### config.mk
export PLATFORM = sky130hd
export DESIGN_NAME = hpm_tree_detector
export DESIGN_NICKNAME = d
export VERILOG_FILES = /design/src/rtl/hpm_det_pkg.sv /design/src/rtl/hpm_det_cfg_regs.sv /design/src/rtl/hpm_tree_detector.sv
export SDC_FILE = /design/constraint.sdc
export NUM_CORES = 1
export LEC_CHECK = 0
export BUFFER_PORTS_ARGS = -buffer_cell sky130_fd_sc_hd__buf_2
export CAP_MARGIN = 30
export CORE_MARGIN = 2
export CORE_UTILIZATION = 50
export CTS_CLUSTER_SIZE = 12
export DETAILED_ROUTE_END_ITERATION = 10
export HOLD_SLACK_MARGIN = 0.15
export PLACE_DENSITY = 0.8
export SETUP_SLACK_MARGIN = 0.15
export SYNTH_ARGS = -nofsm -noshare
export SYNTH_HDL_FRONTEND = slang
export SYNTH_SLANG_ARGS = --single-unit
### constraint.sdc
create_clock -name clk_h -period 11.25 [get_ports clk_h]
set_clock_uncertainty 0.15 [all_clocks]
set_input_delay 2.25 -clock clk_h [delete_from_list [all_inputs] [get_ports clk_h]]
set_output_delay 2.25 -clock clk_h [all_outputs]
set_load 0.005 [all_outputs]
### src/rtl/hpm_det_pkg.sv
// hpm_det_pkg
// Shared types and constants for the HPM decision-tree attack detector.
//   hpm_class_e : classification result driven on alert_o / stored per leaf
//   cfg_sel_e   : meaning of cfg_sel_i on the configuration port
//   det_state_e : walk controller states
//   DEF_THR_*   : thresholds that reproduce the legacy two-level detector
package hpm_det_pkg;

  typedef enum logic [1:0] {
    CLS_LEG  = 2'b00,
    CLS_RSVD = 2'b01,
    CLS_SBO  = 2'b10,
    CLS_HBO  = 2'b11
  } hpm_class_e;

  typedef enum logic [1:0] {
    SEL_THR  = 2'b00,
    SEL_FEAT = 2'b01,
    SEL_LEAF = 2'b10,
    SEL_RSVD = 2'b11
  } cfg_sel_e;

  typedef enum logic [1:0] {
    ST_IDLE = 2'b00,
    ST_WALK = 2'b01,
    ST_DONE = 2'b10
  } det_state_e;

  // Legacy detector: root compares counter 1 against 15, right child
  // compares counter 0 against 9, left child always goes left.
  localparam int LEGACY_DEPTH  = 2;
  localparam int DEF_THR_ROOT  = 15;
  localparam int DEF_THR_RIGHT = 9;

endpackage

### src/rtl/hpm_det_cfg_regs.sv
// hpm_det_cfg_regs
// Runtime-programmable register file for the decision tree: one threshold
// and one feature index per internal node, one class per leaf.
// Ports:
//   clk_h, rst_h      clock, asynchronous active-high reset (loads defaults)
//   cfg_we            write strobe
//   cfg_sel           target array (threshold / feature / leaf class)
//   cfg_addr          node or leaf index
//   cfg_wdata         write data (LSBs for feature and class)
//   busy              walk in progress; writes are dropped while high
//   rd_node           node being evaluated -> rd_thr, rd_feat
//   rd_leaf           leaf being reached   -> rd_class
module hpm_det_cfg_regs
  import hpm_det_pkg::*;
#(
  parameter int NUM_HPM = 4,
  parameter int CNT_W   = 32,
  parameter int DEPTH   = 2,
  parameter int FSEL_W  = $clog2(NUM_HPM),
  parameter int NODE_W  = DEPTH + 1
) (
  input  logic              clk_h,
  input  logic              rst_h,
  input  logic              cfg_we,
  input  logic [1:0]        cfg_sel,
  input  logic [7:0]        cfg_addr,
  input  logic [CNT_W-1:0]  cfg_wdata,
  input  logic              busy,
  input  logic [NODE_W-1:0] rd_node,
  output logic [CNT_W-1:0]  rd_thr,
  output logic [FSEL_W-1:0] rd_feat,
  input  logic [NODE_W-1:0] rd_leaf,
  output hpm_class_e        rd_class
);

  localparam int NODES  = (1 << DEPTH) - 1;
  localparam int LEAVES = 1 << DEPTH;

  logic [CNT_W-1:0]  thr      [NODES];
  logic [FSEL_W-1:0] feat     [NODES];
  hpm_class_e        leaf_cls [LEAVES];

  logic              wr_ok;
  logic [FSEL_W-1:0] feat_wr;

  // Only the legacy depth has a meaningful preset tree; any other depth
  // starts as "everything is legitimate" until software programs it.
  function automatic logic [CNT_W-1:0] def_thr(input int idx);
    if (DEPTH == LEGACY_DEPTH && idx == 0) return CNT_W'(DEF_THR_ROOT);
    if (DEPTH == LEGACY_DEPTH && idx == 2) return CNT_W'(DEF_THR_RIGHT);
    return '1;
  endfunction

  function automatic logic [FSEL_W-1:0] def_feat(input int idx);
    if (DEPTH == LEGACY_DEPTH && idx == 0) return FSEL_W'(1);
    return '0;
  endfunction

  function automatic hpm_class_e def_class(input int idx);
    if (DEPTH == LEGACY_DEPTH && idx == 2) return CLS_SBO;
    if (DEPTH == LEGACY_DEPTH && idx == 3) return CLS_HBO;
    return CLS_LEG;
  endfunction

  assign wr_ok = cfg_we && !busy;

  // A feature index past the last counter would select nothing, so it is
  // pinned to the highest real counter instead.
  always_comb begin
    feat_wr = cfg_wdata[FSEL_W-1:0];
    if (cfg_wdata >= CNT_W'(NUM_HPM)) feat_wr = FSEL_W'(NUM_HPM - 1);
  end

  // Register file update. Addresses are matched entry by entry, so an
  // out-of-range index simply hits no entry and the write disappears.
  always_ff @(posedge clk_h or posedge rst_h) begin
    if (rst_h) begin
      for (int i = 0; i < NODES; i++) begin
        thr[i]  <= def_thr(i);
        feat[i] <= def_feat(i);
      end
      for (int i = 0; i < LEAVES; i++) leaf_cls[i] <= def_class(i);
    end else if (wr_ok) begin
      case (cfg_sel_e'(cfg_sel))
        SEL_THR: begin
          for (int i = 0; i < NODES; i++)
            if (cfg_addr == 8'(i)) thr[i] <= cfg_wdata;
        end
        SEL_FEAT: begin
          for (int i = 0; i < NODES; i++)
            if (cfg_addr == 8'(i)) feat[i] <= feat_wr;
        end
        SEL_LEAF: begin
          for (int i = 0; i < LEAVES; i++)
            if (cfg_addr == 8'(i)) leaf_cls[i] <= hpm_class_e'(cfg_wdata[1:0]);
        end
        default: ;
      endcase
    end
  end

  // Read ports for the node currently being evaluated and the leaf it leads to.
  always_comb begin
    rd_thr  = '1;
    rd_feat = '0;
    for (int i = 0; i < NODES; i++) begin
      if (rd_node == NODE_W'(i)) begin
        rd_thr  = thr[i];
        rd_feat = feat[i];
      end
    end
  end

  always_comb begin
    rd_class = CLS_LEG;
    for (int i = 0; i < LEAVES; i++)
      if (rd_leaf == NODE_W'(i)) rd_class = leaf_cls[i];
  end

endmodule

### src/rtl/hpm_tree_detector.sv
// hpm_tree_detector
// Walks a programmable binary decision tree, one level per cycle, over a
// snapshot of the HPM counters and classifies the window as legitimate,
// stack overflow or heap overflow. Keeps a saturating count of alerts.
// Ports:
//   clk_h, rst_h     clock, asynchronous active-high reset
//   hpm_i            counter values (snapshotted on an accepted start)
//   start_i          classification request, honoured only when idle
//   busy_o           walk in progress (WALK and DONE cycles)
//   done_o           one-cycle pulse; alert_o is valid during it
//   alert_o          class of the most recent decision, held
//   alert_cnt_o      saturating count of non-legitimate decisions
//   cnt_clr_i        synchronous clear of alert_cnt_o, beats an increment
//   cfg_*            tree configuration port (ignored while busy)
module hpm_tree_detector
  import hpm_det_pkg::*;
#(
  parameter int NUM_HPM = 4,
  parameter int CNT_W   = 32,
  parameter int DEPTH   = 2,
  parameter int FSEL_W  = $clog2(NUM_HPM)
) (
  input  logic                            clk_h,
  input  logic                            rst_h,
  input  logic [NUM_HPM-1:0][CNT_W-1:0]   hpm_i,
  input  logic                            start_i,
  output logic                            busy_o,
  output logic                            done_o,
  output logic [1:0]                      alert_o,
  output logic [CNT_W-1:0]                alert_cnt_o,
  input  logic                            cnt_clr_i,
  input  logic                            cfg_we_i,
  input  logic [1:0]                      cfg_sel_i,
  input  logic [7:0]                      cfg_addr_i,
  input  logic [CNT_W-1:0]                cfg_wdata_i
);

  localparam int NODES  = (1 << DEPTH) - 1;
  localparam int NODE_W = DEPTH + 1;
  localparam int LVL_W  = $clog2(DEPTH + 1);

  det_state_e                    state, state_nxt;
  logic [NUM_HPM-1:0][CNT_W-1:0] snap;
  logic [NODE_W-1:0]             node, child, leaf;
  logic [LVL_W-1:0]              level;
  logic                          last_level;
  logic [CNT_W-1:0]              cur_thr, feat_val, alert_cnt;
  logic [FSEL_W-1:0]             cur_feat;
  hpm_class_e                    leaf_class, alert_q;

  hpm_det_cfg_regs #(
    .NUM_HPM (NUM_HPM),
    .CNT_W   (CNT_W),
    .DEPTH   (DEPTH),
    .FSEL_W  (FSEL_W),
    .NODE_W  (NODE_W)
  ) u_cfg (
    .clk_h     (clk_h),
    .rst_h     (rst_h),
    .cfg_we    (cfg_we_i),
    .cfg_sel   (cfg_sel_i),
    .cfg_addr  (cfg_addr_i),
    .cfg_wdata (cfg_wdata_i),
    .busy      (busy_o),
    .rd_node   (node),
    .rd_thr    (cur_thr),
    .rd_feat   (cur_feat),
    .rd_leaf   (leaf),
    .rd_class  (leaf_class)
  );

  // Feature mux: pick the snapshotted counter the current node looks at.
  always_comb begin
    feat_val = '0;
    for (int i = 0; i < NUM_HPM; i++)
      if (cur_feat == FSEL_W'(i)) feat_val = snap[i];
  end

  // Heap-ordered tree: children of n are 2n+1 (<= threshold) and 2n+2.
  // Leaves follow the internal nodes, so subtracting the node count
  // turns the final child index into a leaf index.
  assign child      = {node[NODE_W-2:0], 1'b0} +
                      ((feat_val <= cur_thr) ? NODE_W'(1) : NODE_W'(2));
  assign leaf       = child - NODE_W'(NODES);
  assign last_level = (level == LVL_W'(DEPTH - 1));

  // Walk controller state register.
  always_ff @(posedge clk_h or posedge rst_h) begin
    if (rst_h) state <= ST_IDLE;
    else       state <= state_nxt;
  end

  // Next state and handshake outputs. start_i is only looked at in IDLE,
  // so requests during a walk or its DONE cycle are dropped, not queued.
  always_comb begin
    state_nxt = state;
    busy_o    = 1'b0;
    done_o    = 1'b0;
    case (state)
      ST_IDLE: if (start_i) state_nxt = ST_WALK;
      ST_WALK: begin
        busy_o = 1'b1;
        if (last_level) state_nxt = ST_DONE;
      end
      ST_DONE: begin
        busy_o    = 1'b1;
        done_o    = 1'b1;
        state_nxt = ST_IDLE;
      end
      default: state_nxt = ST_IDLE;
    endcase
  end

  // Snapshot, tree position and result. The class is captured on the last
  // evaluation so it is already on alert_o while done_o is high.
  always_ff @(posedge clk_h or posedge rst_h) begin
    if (rst_h) begin
      snap    <= '0;
      node    <= '0;
      level   <= '0;
      alert_q <= CLS_LEG;
    end else begin
      if (state == ST_IDLE && start_i) begin
        snap  <= hpm_i;
        node  <= '0;
        level <= '0;
      end else if (state == ST_WALK) begin
        node  <= child;
        level <= level + LVL_W'(1);
        if (last_level) alert_q <= leaf_class;
      end
    end
  end

  // Alert counter: bumps as DONE ends, saturates, and loses to a clear.
  always_ff @(posedge clk_h or posedge rst_h) begin
    if (rst_h) begin
      alert_cnt <= '0;
    end else if (cnt_clr_i) begin
      alert_cnt <= '0;
    end else if (state == ST_DONE && alert_q != CLS_LEG && alert_cnt != '1) begin
      alert_cnt <= alert_cnt + CNT_W'(1);
    end
  end

  assign alert_o     = alert_q;
  assign alert_cnt_o = alert_cnt;

endmodule

==> summary by stage, run 1 <==
GRT
The via count of the first global-routing pass is between 10000 and 15000. The global-route track usage on met2 is 36.58%. The overall routing resource usage is between 20% and 30%.

The total overflow left after global routing is 0. In the global route stage, met1 resource usage came out at 33.56%. The number of antenna violations at the first check in global routing is 0.

The global routing met3 resource utilization is 3.811%. The largest net degree at the start of global routing is 134. The first global-routing pass estimated 53160 um of wire. met2 is the most crowded layer.

Clocking
In this run the deepest clock path goes through 3 buffers. The tree is rooted in a sky130_fd_sc_hd__clkbuf_16. The clock-pin transition on the worst setup and hold timing paths is 0.06 ns. The later pin in the worst-skew pair is clocked with a latency of 0.55 ns. The TritonCTS clock tree is yes. The number of gates resized after CTS is 0.

The clock drives 279 sinks. The number of clock buffers added by TritonCTS is 29. The hold buffer count at CTS is 0. In this run the number of H-tree levels came out at 1. In this run the post-CTS setup repair buffer count came out at 0.

Power
In this run switching power makes up 37.06% of total power. The switching power total is 1.391 mW. The power density relative to cell area is about 240 nW/um^2. Combinational logic burns 38.4% of the power. Internal power comes to 2.363 mW. The analysis attributes to cell leakage a power of 7.980 nW. The clock network accounts for 24.3% of the total power. The highest ir drop seen on vdd is 0.0001319 V. Sequential cells burn 37.3% of the power.

Floorplanning
The effective utilization at floorplan is roughly 50%. From left edge to right edge, the die measures 169.0 um. The floorplan step defined a die boundary enclosing 28560 um^2. The floorplan has 60 rows. The total I/O pin count is 211. The height of the die is between 150 and 200 um.

The total area inside the core boundary comes to 26880 um^2.

Routing
The vias per cell is 5.529. The remaining number of nets flagged by the antenna check after routing is 0. For this run, design rule violations remaining after detail routing come to 0.

Detailed routing inserted a total of 10239 vias. The first routing iteration left 778 violations. Summed over all layers, the routed wires come to 33310 um. The wire length per cell is about 18 um. The length of the first detailed-routing pass in iterations is 5.

Job
The max-cap check violation count is 0.

STA
The count of pins over their slew limit is 0. The post-route clock period utilization is 49.37%. For the pin with the worst max-slew slack, the measured transition is 1.034 ns. Headroom to the max-slew limit came out at 30.28%. The final hold violation count came to 0. The smallest clock period supported by the final layout is computed as between 5 and 6 ns. For the final routed database, the setup TNS stands at 0 ns.

Setup repair after global routing left no endpoint under its margin. Setup violations remaining at the end of the flow were counted as 0. The fmax is 180.0 MHz.

Cells and area
The layout cell share with drive strength beyond 1 is 30.64%. Leaving out filler cells and counting taps, the final layout contains between 1500 and 2000. For this run, the post-layout net count is approximately 1700. Leaving out fill and tap cells, the most frequent cell in the layout is sky130_fd_sc_hd__nand2_1.

The fill cell instance count of the final layout is 2172. Relative to the synthesized area, the layout overhead comes to 16.43%. The number of antenna diodes in the final layout is 0.

In the layout the commonest cells are sky130_fd_sc_hd__nand2_1, sky130_fd_sc_hd__dfrtp_1, sky130_fd_sc_hd__buf_2. The final standard cell area without fillers is 15850 um^2.

Synth
By area the synthesized netlist is led by sky130_fd_sc_hd__dfrtp_1, sky130_fd_sc_hd__nand2_1, sky130_fd_sc_hd__dfstp_2. The number of nets in the synthesized netlist is approximately 1500. The mean instance size in the synthesized netlist is 10.47 um^2. The cell area that synthesis handed to floorplanning was 13610 um^2.

The number of distinct library cells after synthesis is 53. The share of synthesized area in the top cell type comes to 43.57%. The number of flops mapped to enable cells by yosys is 0. The Yosys warning count is 0. The cell count after synthesis is 1300. The post-synthesis sequential area ratio is about 52%.

Of all cell types, the one taking the most synthesized area is sky130_fd_sc_hd__dfrtp_1. The fraction of registers with async set or reset after synthesis is between 90% and 100%. In this run, synthesis produced a sequential element count of 279. The commonest register cell after synthesis is sky130_fd_sc_hd__dfrtp_1.

Hold path
The path class of the lowest-slack min-delay path is register to register.

Worst setup path
The endpoint required time on the critical path is ~12 ns. STA classifies the critical path endpoint as a register. The data arrival time of the critical path is ~6 ns. The critical path goes through inv_1 > ha_1 > nand2b_2 > buf_4 > nor2_1 > a21oi_4 > buf_4 > mux4_2 > ha_1 > a21oi_1 > o21ai_0 > a221o_1 > o31ai_1 > nand3_1 > and2_1 > ha_1 > nor2b_1 > a221oi_1 > nor3_1 > a21oi_1 > o21ai_0.

The cell type of the slowest stage on the worst timing path is sky130_fd_sc_hd__mux4_2. Counting stages on the worst path, the most repeated cell is sky130_fd_sc_hd__ha_1. The delay of the slowest cell on the worst path is 0.59 ns. The worst setup path is of the register to register kind. The category of the worst setup path launch point is a register. The highest net fanout along the worst path is 68.

Place
Including well taps, the total number of placed cells is about 1800. Summing all placed instances gives a cell area of around 15000 um^2. The number of I/O port buffers is 210. Once detailed placement completed, the half-perimeter wirelength came to 23540 um. The placer congestion estimate is 0.8479.

Status
The flow ran to the end, and the final reports show no timing, DRC or antenna violations.
[path summary, 6_finish.rpt]
path                       startpoint              to  depth (start not counted)  slack, ns
min in group asynchronous       rst_h  alert_cnt_o[7]                          2       1.73
hold reg to reg              snap[52]        snap[52]                          2       0.32
setup reg to reg              node[0]      alert_o[1]                         21       5.70
hold / removal               snap[52]        snap[52]                          2       0.32
max in group asynchronous       rst_h    u_cfg.thr[0]                          5       7.23
setup / recovery              node[0]      alert_o[1]                         21       5.70
[synthesized netlist by cell type (all sizes together) (3+ instances only)]
master,n
a2111oi,3
nor2,55
and2,4
o22ai,32
nor3,8
nand2b,3
mux4,32
a211oi,4
or3,7
or2,3
dfstp,42
nand4,21
inv,12
mux2,110
and3,7
nand2,441
a221oi,3
nor2b,7
dfrtp,237
nor4,11
and4,5
clkbuf,43
xor2,10
xnor2,19
ha,46
buf,23
nand3,23
o21ai,44
a21oi,28
[final cells by class]
class	count	area [um^2]	share of cell area [%]
clock buffer	48	837.1	5.282
tap	341	426.7	2.692
sequential	279	7034	44.39
inverter	12	52.55	0.3316
clock inverter	6	58.81	0.3711
multi-input combinational	943	6236	39.35
timing repair buffer	223	1201	7.580
[power groups by stage]
stage	clock, mW	sequential [mW]	combinational, mW
floorplan	0	1.35	1.03
global placement	0	1.39	1.33
detailed placement	0	1.41	1.42
CTS	0.927	1.39	1.44
global route	0.965	1.42	1.63
finish	0.914	1.40	1.44
[registers in the layout, summed over array words and instances (netlist names)]
register        count
snap              128
state               2
alert_o             2
alert_cnt_o        32
u_cfg.thr          96
level               2
u_cfg.feat          6
u_cfg.leaf_cls      8
node                3
[metal layers]
layer  vias to the layer above  part of all wire [%]  wire (um)
met5                         -                     0          0
met4                         0                   2.9        969
met3                        69                   5.8       1916
met2                       317                    47      15500
met1                      5036                    45      14930
li1                       4817                     -          -
[critical path: cells and delay by family (launching register included)]
family / cells / cell delay (ns)
AOI/OAI and AO/OA: 8 / 1.35
adders and majority gates: 3 / 0.80
buffers and inverters: 3 / 1.15
DFF: 1 / 0.46
muxes: 1 / 0.59
and+or+nand+nor: 6 / 0.96
[stage by stage]
| stage | hold WS, ns | util, % | power, mW | setup slack (ns) |
|---|---|---|---|---|
| after floorplan | 0.2873 | - | 2.381 | 1.226 |
| after global placement | 0.3031 | 55.35 | 2.727 | 5.692 |
| after detailed placement | 0.3114 | 55.53 | 2.827 | 5.711 |
| after CTS | 0.3258 | 58.86 | 3.757 | 5.679 |
| after global routing | 0.3423 | 58.96 | 4.012 | 5.288 |
| final | 0.3232 | 58.96 | 3.754 | 5.695 |
[logic make-up (layout without fill, tap and decap cells)]
logic type	after synthesis	after routing	share of synthesized area [%]
AO/OA/AOI/OAI	125	125	5.525
XOR/XNOR	29	29	1.866
adder cells (fa/ha/maj)	46	46	4.229
buffers and inverters	78	289	2.822
flip-flops	279	279	51.68
multiplexers	144	144	15.45
AND/OR/NAND/NOR	599	599	18.42
Note: power is estimated with default switching activity, not from simulation.
==> run 2: changes to the inputs <==
clock period = 5.3 ns   (was 11.25 ns; I/O delays follow)
==> run 2 against run 1 <==
  * Cell count grew 0.54%
  * Flip-flop and latch count is the same
  * Total power grew 120%
  * Hold slack lost 0.0015 ns
  * Clock power grew 140%
  * Combinational power grew 120%
  * Fmax grew 16%
==> summary by stage, run 2 (synthesis results as in run 1) <==
Status
The flow ran to the end, and the final reports show no timing, DRC or antenna violations.

GRT
The wire length of the first global-routing pass is 53760 um. The overall routing resource usage is 23.46%. The residual overflow from global routing is 0. The via count of the first global-routing pass is 10308. The number of antenna violations at the first check in global routing is 1. Entering global routing, the biggest net connects 199 pins.

Power
The internal power of the cells is 5.256 mW. The analysis attributes to cell leakage a power of 8.085 nW. Summed over all nets, the switching power comes to 3.020 mW.

The combinational share of power is between 30 and 40%. The switching power share of the total is 36.49%. The power after layout is between 8 and 9 mW. The proportion of power drawn by flip-flops and latches is 35.8%. The power density relative to cell area is between 500 and 600 nW/um^2. The clock network accounts for around a quarter of the total power. The highest ir drop seen on vdd is around 0.00027 V.

Cells and area
After the last flow step, the layout net total stands at 1719. The most common cell after layout, fill and taps aside is sky130_fd_sc_hd__nand2_1. The multi-input combinational cells in the finished layout cover a total of 6242 um^2. For this run, the share of the core covered by cells in the final layout is 59.75%. The register with the most flip-flops in the layout has 128 of them. The antenna diode count is 0. The post-route non-filler standard cell count is 1862. Ranked by flip-flop count, first place goes to snap. Across the whole layout, storage elements account for 7034 um^2. The relative area change from synthesis to final layout is 17.99%. The fill cell instance count of the final layout is approximately 2100. The library cells used most frequently in the layout, excluding fill and tap cells, are sky130_fd_sc_hd__nand2_1, sky130_fd_sc_hd__dfrtp_1, sky130_fd_sc_hd__buf_2. Cells with a size suffix above 1 make up 31.36% of the layout.

Place
Timing analysis after detailed placement gives a worst setup slack of about 0.38 ns. The placed cell count is 1800. The congestion estimate from routability-driven global placement came to roughly 0.84.

The placed wire-length estimate is 23310 um. During placement, the flow inserted port buffers numbering 210.

Worst setup path
Counting stages on the worst path, the most repeated cell is sky130_fd_sc_hd__ha_1. The highest net fanout along the worst path is 9. Data on the critical path is required at its endpoint by 5.58 ns. Data on the critical path arrives at its endpoint at 5.06 ns. On the worst path, the slowest cell contributes a delay of 0.52 ns. For this design, the slowest cell found on the critical path is sky130_fd_sc_hd__mux4_2. The signal on the critical path passes through inv_1 > ha_1 > nor2_1 > and2_1 > a22oi_1 > a21oi_4 > buf_4 > mux4_2 > ha_1 > nand4_1 > nor4_2 > o31ai_1 > nand3_1 > and2_1 > ha_1 > nor2b_1 > a221oi_1 > nor3_1 > a21oi_1 > o21ai_0. The critical path class is register to register. The number of buffers and inverters on the critical path is 2. STA classifies the critical path endpoint as a register. The category of the worst setup path launch point is a register. The cell family contributing the most delay on the critical path is simple AND/OR/NAND/NOR gates.

Floorplanning
The core area is 26880 um^2. In this run the horizontal extent of the chip is 169.0 um. The effective utilization at floorplan is 50.64%. The total I/O pin count is between 200 and 250. The die covers 28560 um^2. The height of the die is roughly 170 um. The floorplan has 60 rows.

Clocking
For this design, the sink count on the clock tree is roughly 280. Clock tree synthesis inserted a total of 30 buffers. In this run the number of H-tree levels came out at 1.

After clock tree synthesis, the clock-pin slew on the worst setup and hold paths is 0.06 ns. The maximum clock insertion buffer count is 3. TritonCTS built the clock tree. In this run the clock root is driven by a sky130_fd_sc_hd__clkbuf_16. At the later pin of the worst-skew pair, clock insertion delay measures 0.55 ns.

STA
Setup repair after global routing left no endpoint under its margin. For the final routed database, the setup TNS stands at 0 ns. The count of pins over their slew limit is 0.

Setup violations remaining at the end of the flow were counted as 0. Across all setup checks in the final design, the least slack found is 0.5181 ns. For the pin with the worst max-slew slack, the measured transition is 1.107 ns. For the finished layout, the period the worst path requires is 4.782 ns.

Headroom to the max-slew limit came out at 26.20%. The final hold violation count came to 0. Of the available clock period, the critical path in the final layout requires 90.22%. The fmax is 209.1 MHz.

Hold path
The worst hold path belongs to the class register to register.

Routing
The total number of vias is 10412. The length of the first detailed-routing pass in iterations is 5. The routed design has 34010 um of wire.

The remaining number of nets flagged by the antenna check after routing is 0. Dividing the detail-routed wire length by the instance count gives 18.27 um. The number of remaining DRC errors is 0.

After detailed routing, the number of vias per cell comes to 5.592. In this run, the number of DRC markers left after iteration 0 of detailed routing was 899.

Job
Across the run, the number of max-cap violations was 0.
run 2: power by group through the flow:
| stage | Clock [mW] | Sequential (mW) | Combinational [mW] |
|---|---|---|---|
| CTS | 2.19 | 2.96 | 3.08 |
| global route | 2.28 | 3.01 | 3.53 |
| detailed placement | 0 | 2.98 | 3.02 |
| finish | 2.17 | 2.96 | 3.15 |
| global placement | 0 | 2.96 | 2.86 |
| floorplan | 0 | 2.87 | 2.19 |
run 2: tightest hold or removal path, cell delays in order (launching register included):
cell	delay (ns)
sky130_fd_sc_hd__dfrtp_1	0.34
sky130_fd_sc_hd__nand2_1	0.05
sky130_fd_sc_hd__nand2_1	0.05
run 2: stage by stage:
| stage | instance area (um^2) | hold slack (ns) |
|---|---|---|
| global placement | 14930 | 0.3017 |
| floorplan | 13610 | 0.2873 |
| detailed placement | 14950 | 0.3086 |
| CTS | 15980 | 0.3232 |
| finish | 16060 | 0.3216 |
| global route | 16060 | 0.3408 |
run 2: final timing paths:
kind,startpoint,cells after the start,slack [ns],end
min,snap[99],2,0.32,snap[99]
min reg2reg,snap[99],2,0.32,snap[99]
max in group asynchronous,rst_h,3,3.50,u_cfg.thr[76]
max,node[1],20,0.52,alert_o[0]
max reg2reg,node[1],20,0.52,alert_o[0]
min in group asynchronous,rst_h,3,0.54,state[0]
run 2: metal layers:
metal | global-route usage (%) | vias up | routed length [um]
li1 | - | 4850 | -
met2 | 36.32 | 362 | 15760
met5 | 0 | - | 14
met4 | 7.804 | 2 | 988
met3 | 3.460 | 68 | 2096
met1 | 34.24 | 5130 | 15150
run 2: what timing repair did:
action / 4_1_cts / 5_1_grt
gates resized for setup: 0 / 1
buffers inserted: 0 / 6
setup endpoints to repair: 0 / 2
hold buffers: 0 / 0
run 2: cell type report:
class | instances | area share (%)
Timing Repair Buffer | 232 | 7.963
Clock buffer | 48 | 5.469
Clock inverter | 7 | 0.9349
Tap cell | 341 | 2.657
Sequential cell | 279 | 43.80
Multi-Input combinational cell | 943 | 38.87
Inverter | 12 | 0.3039
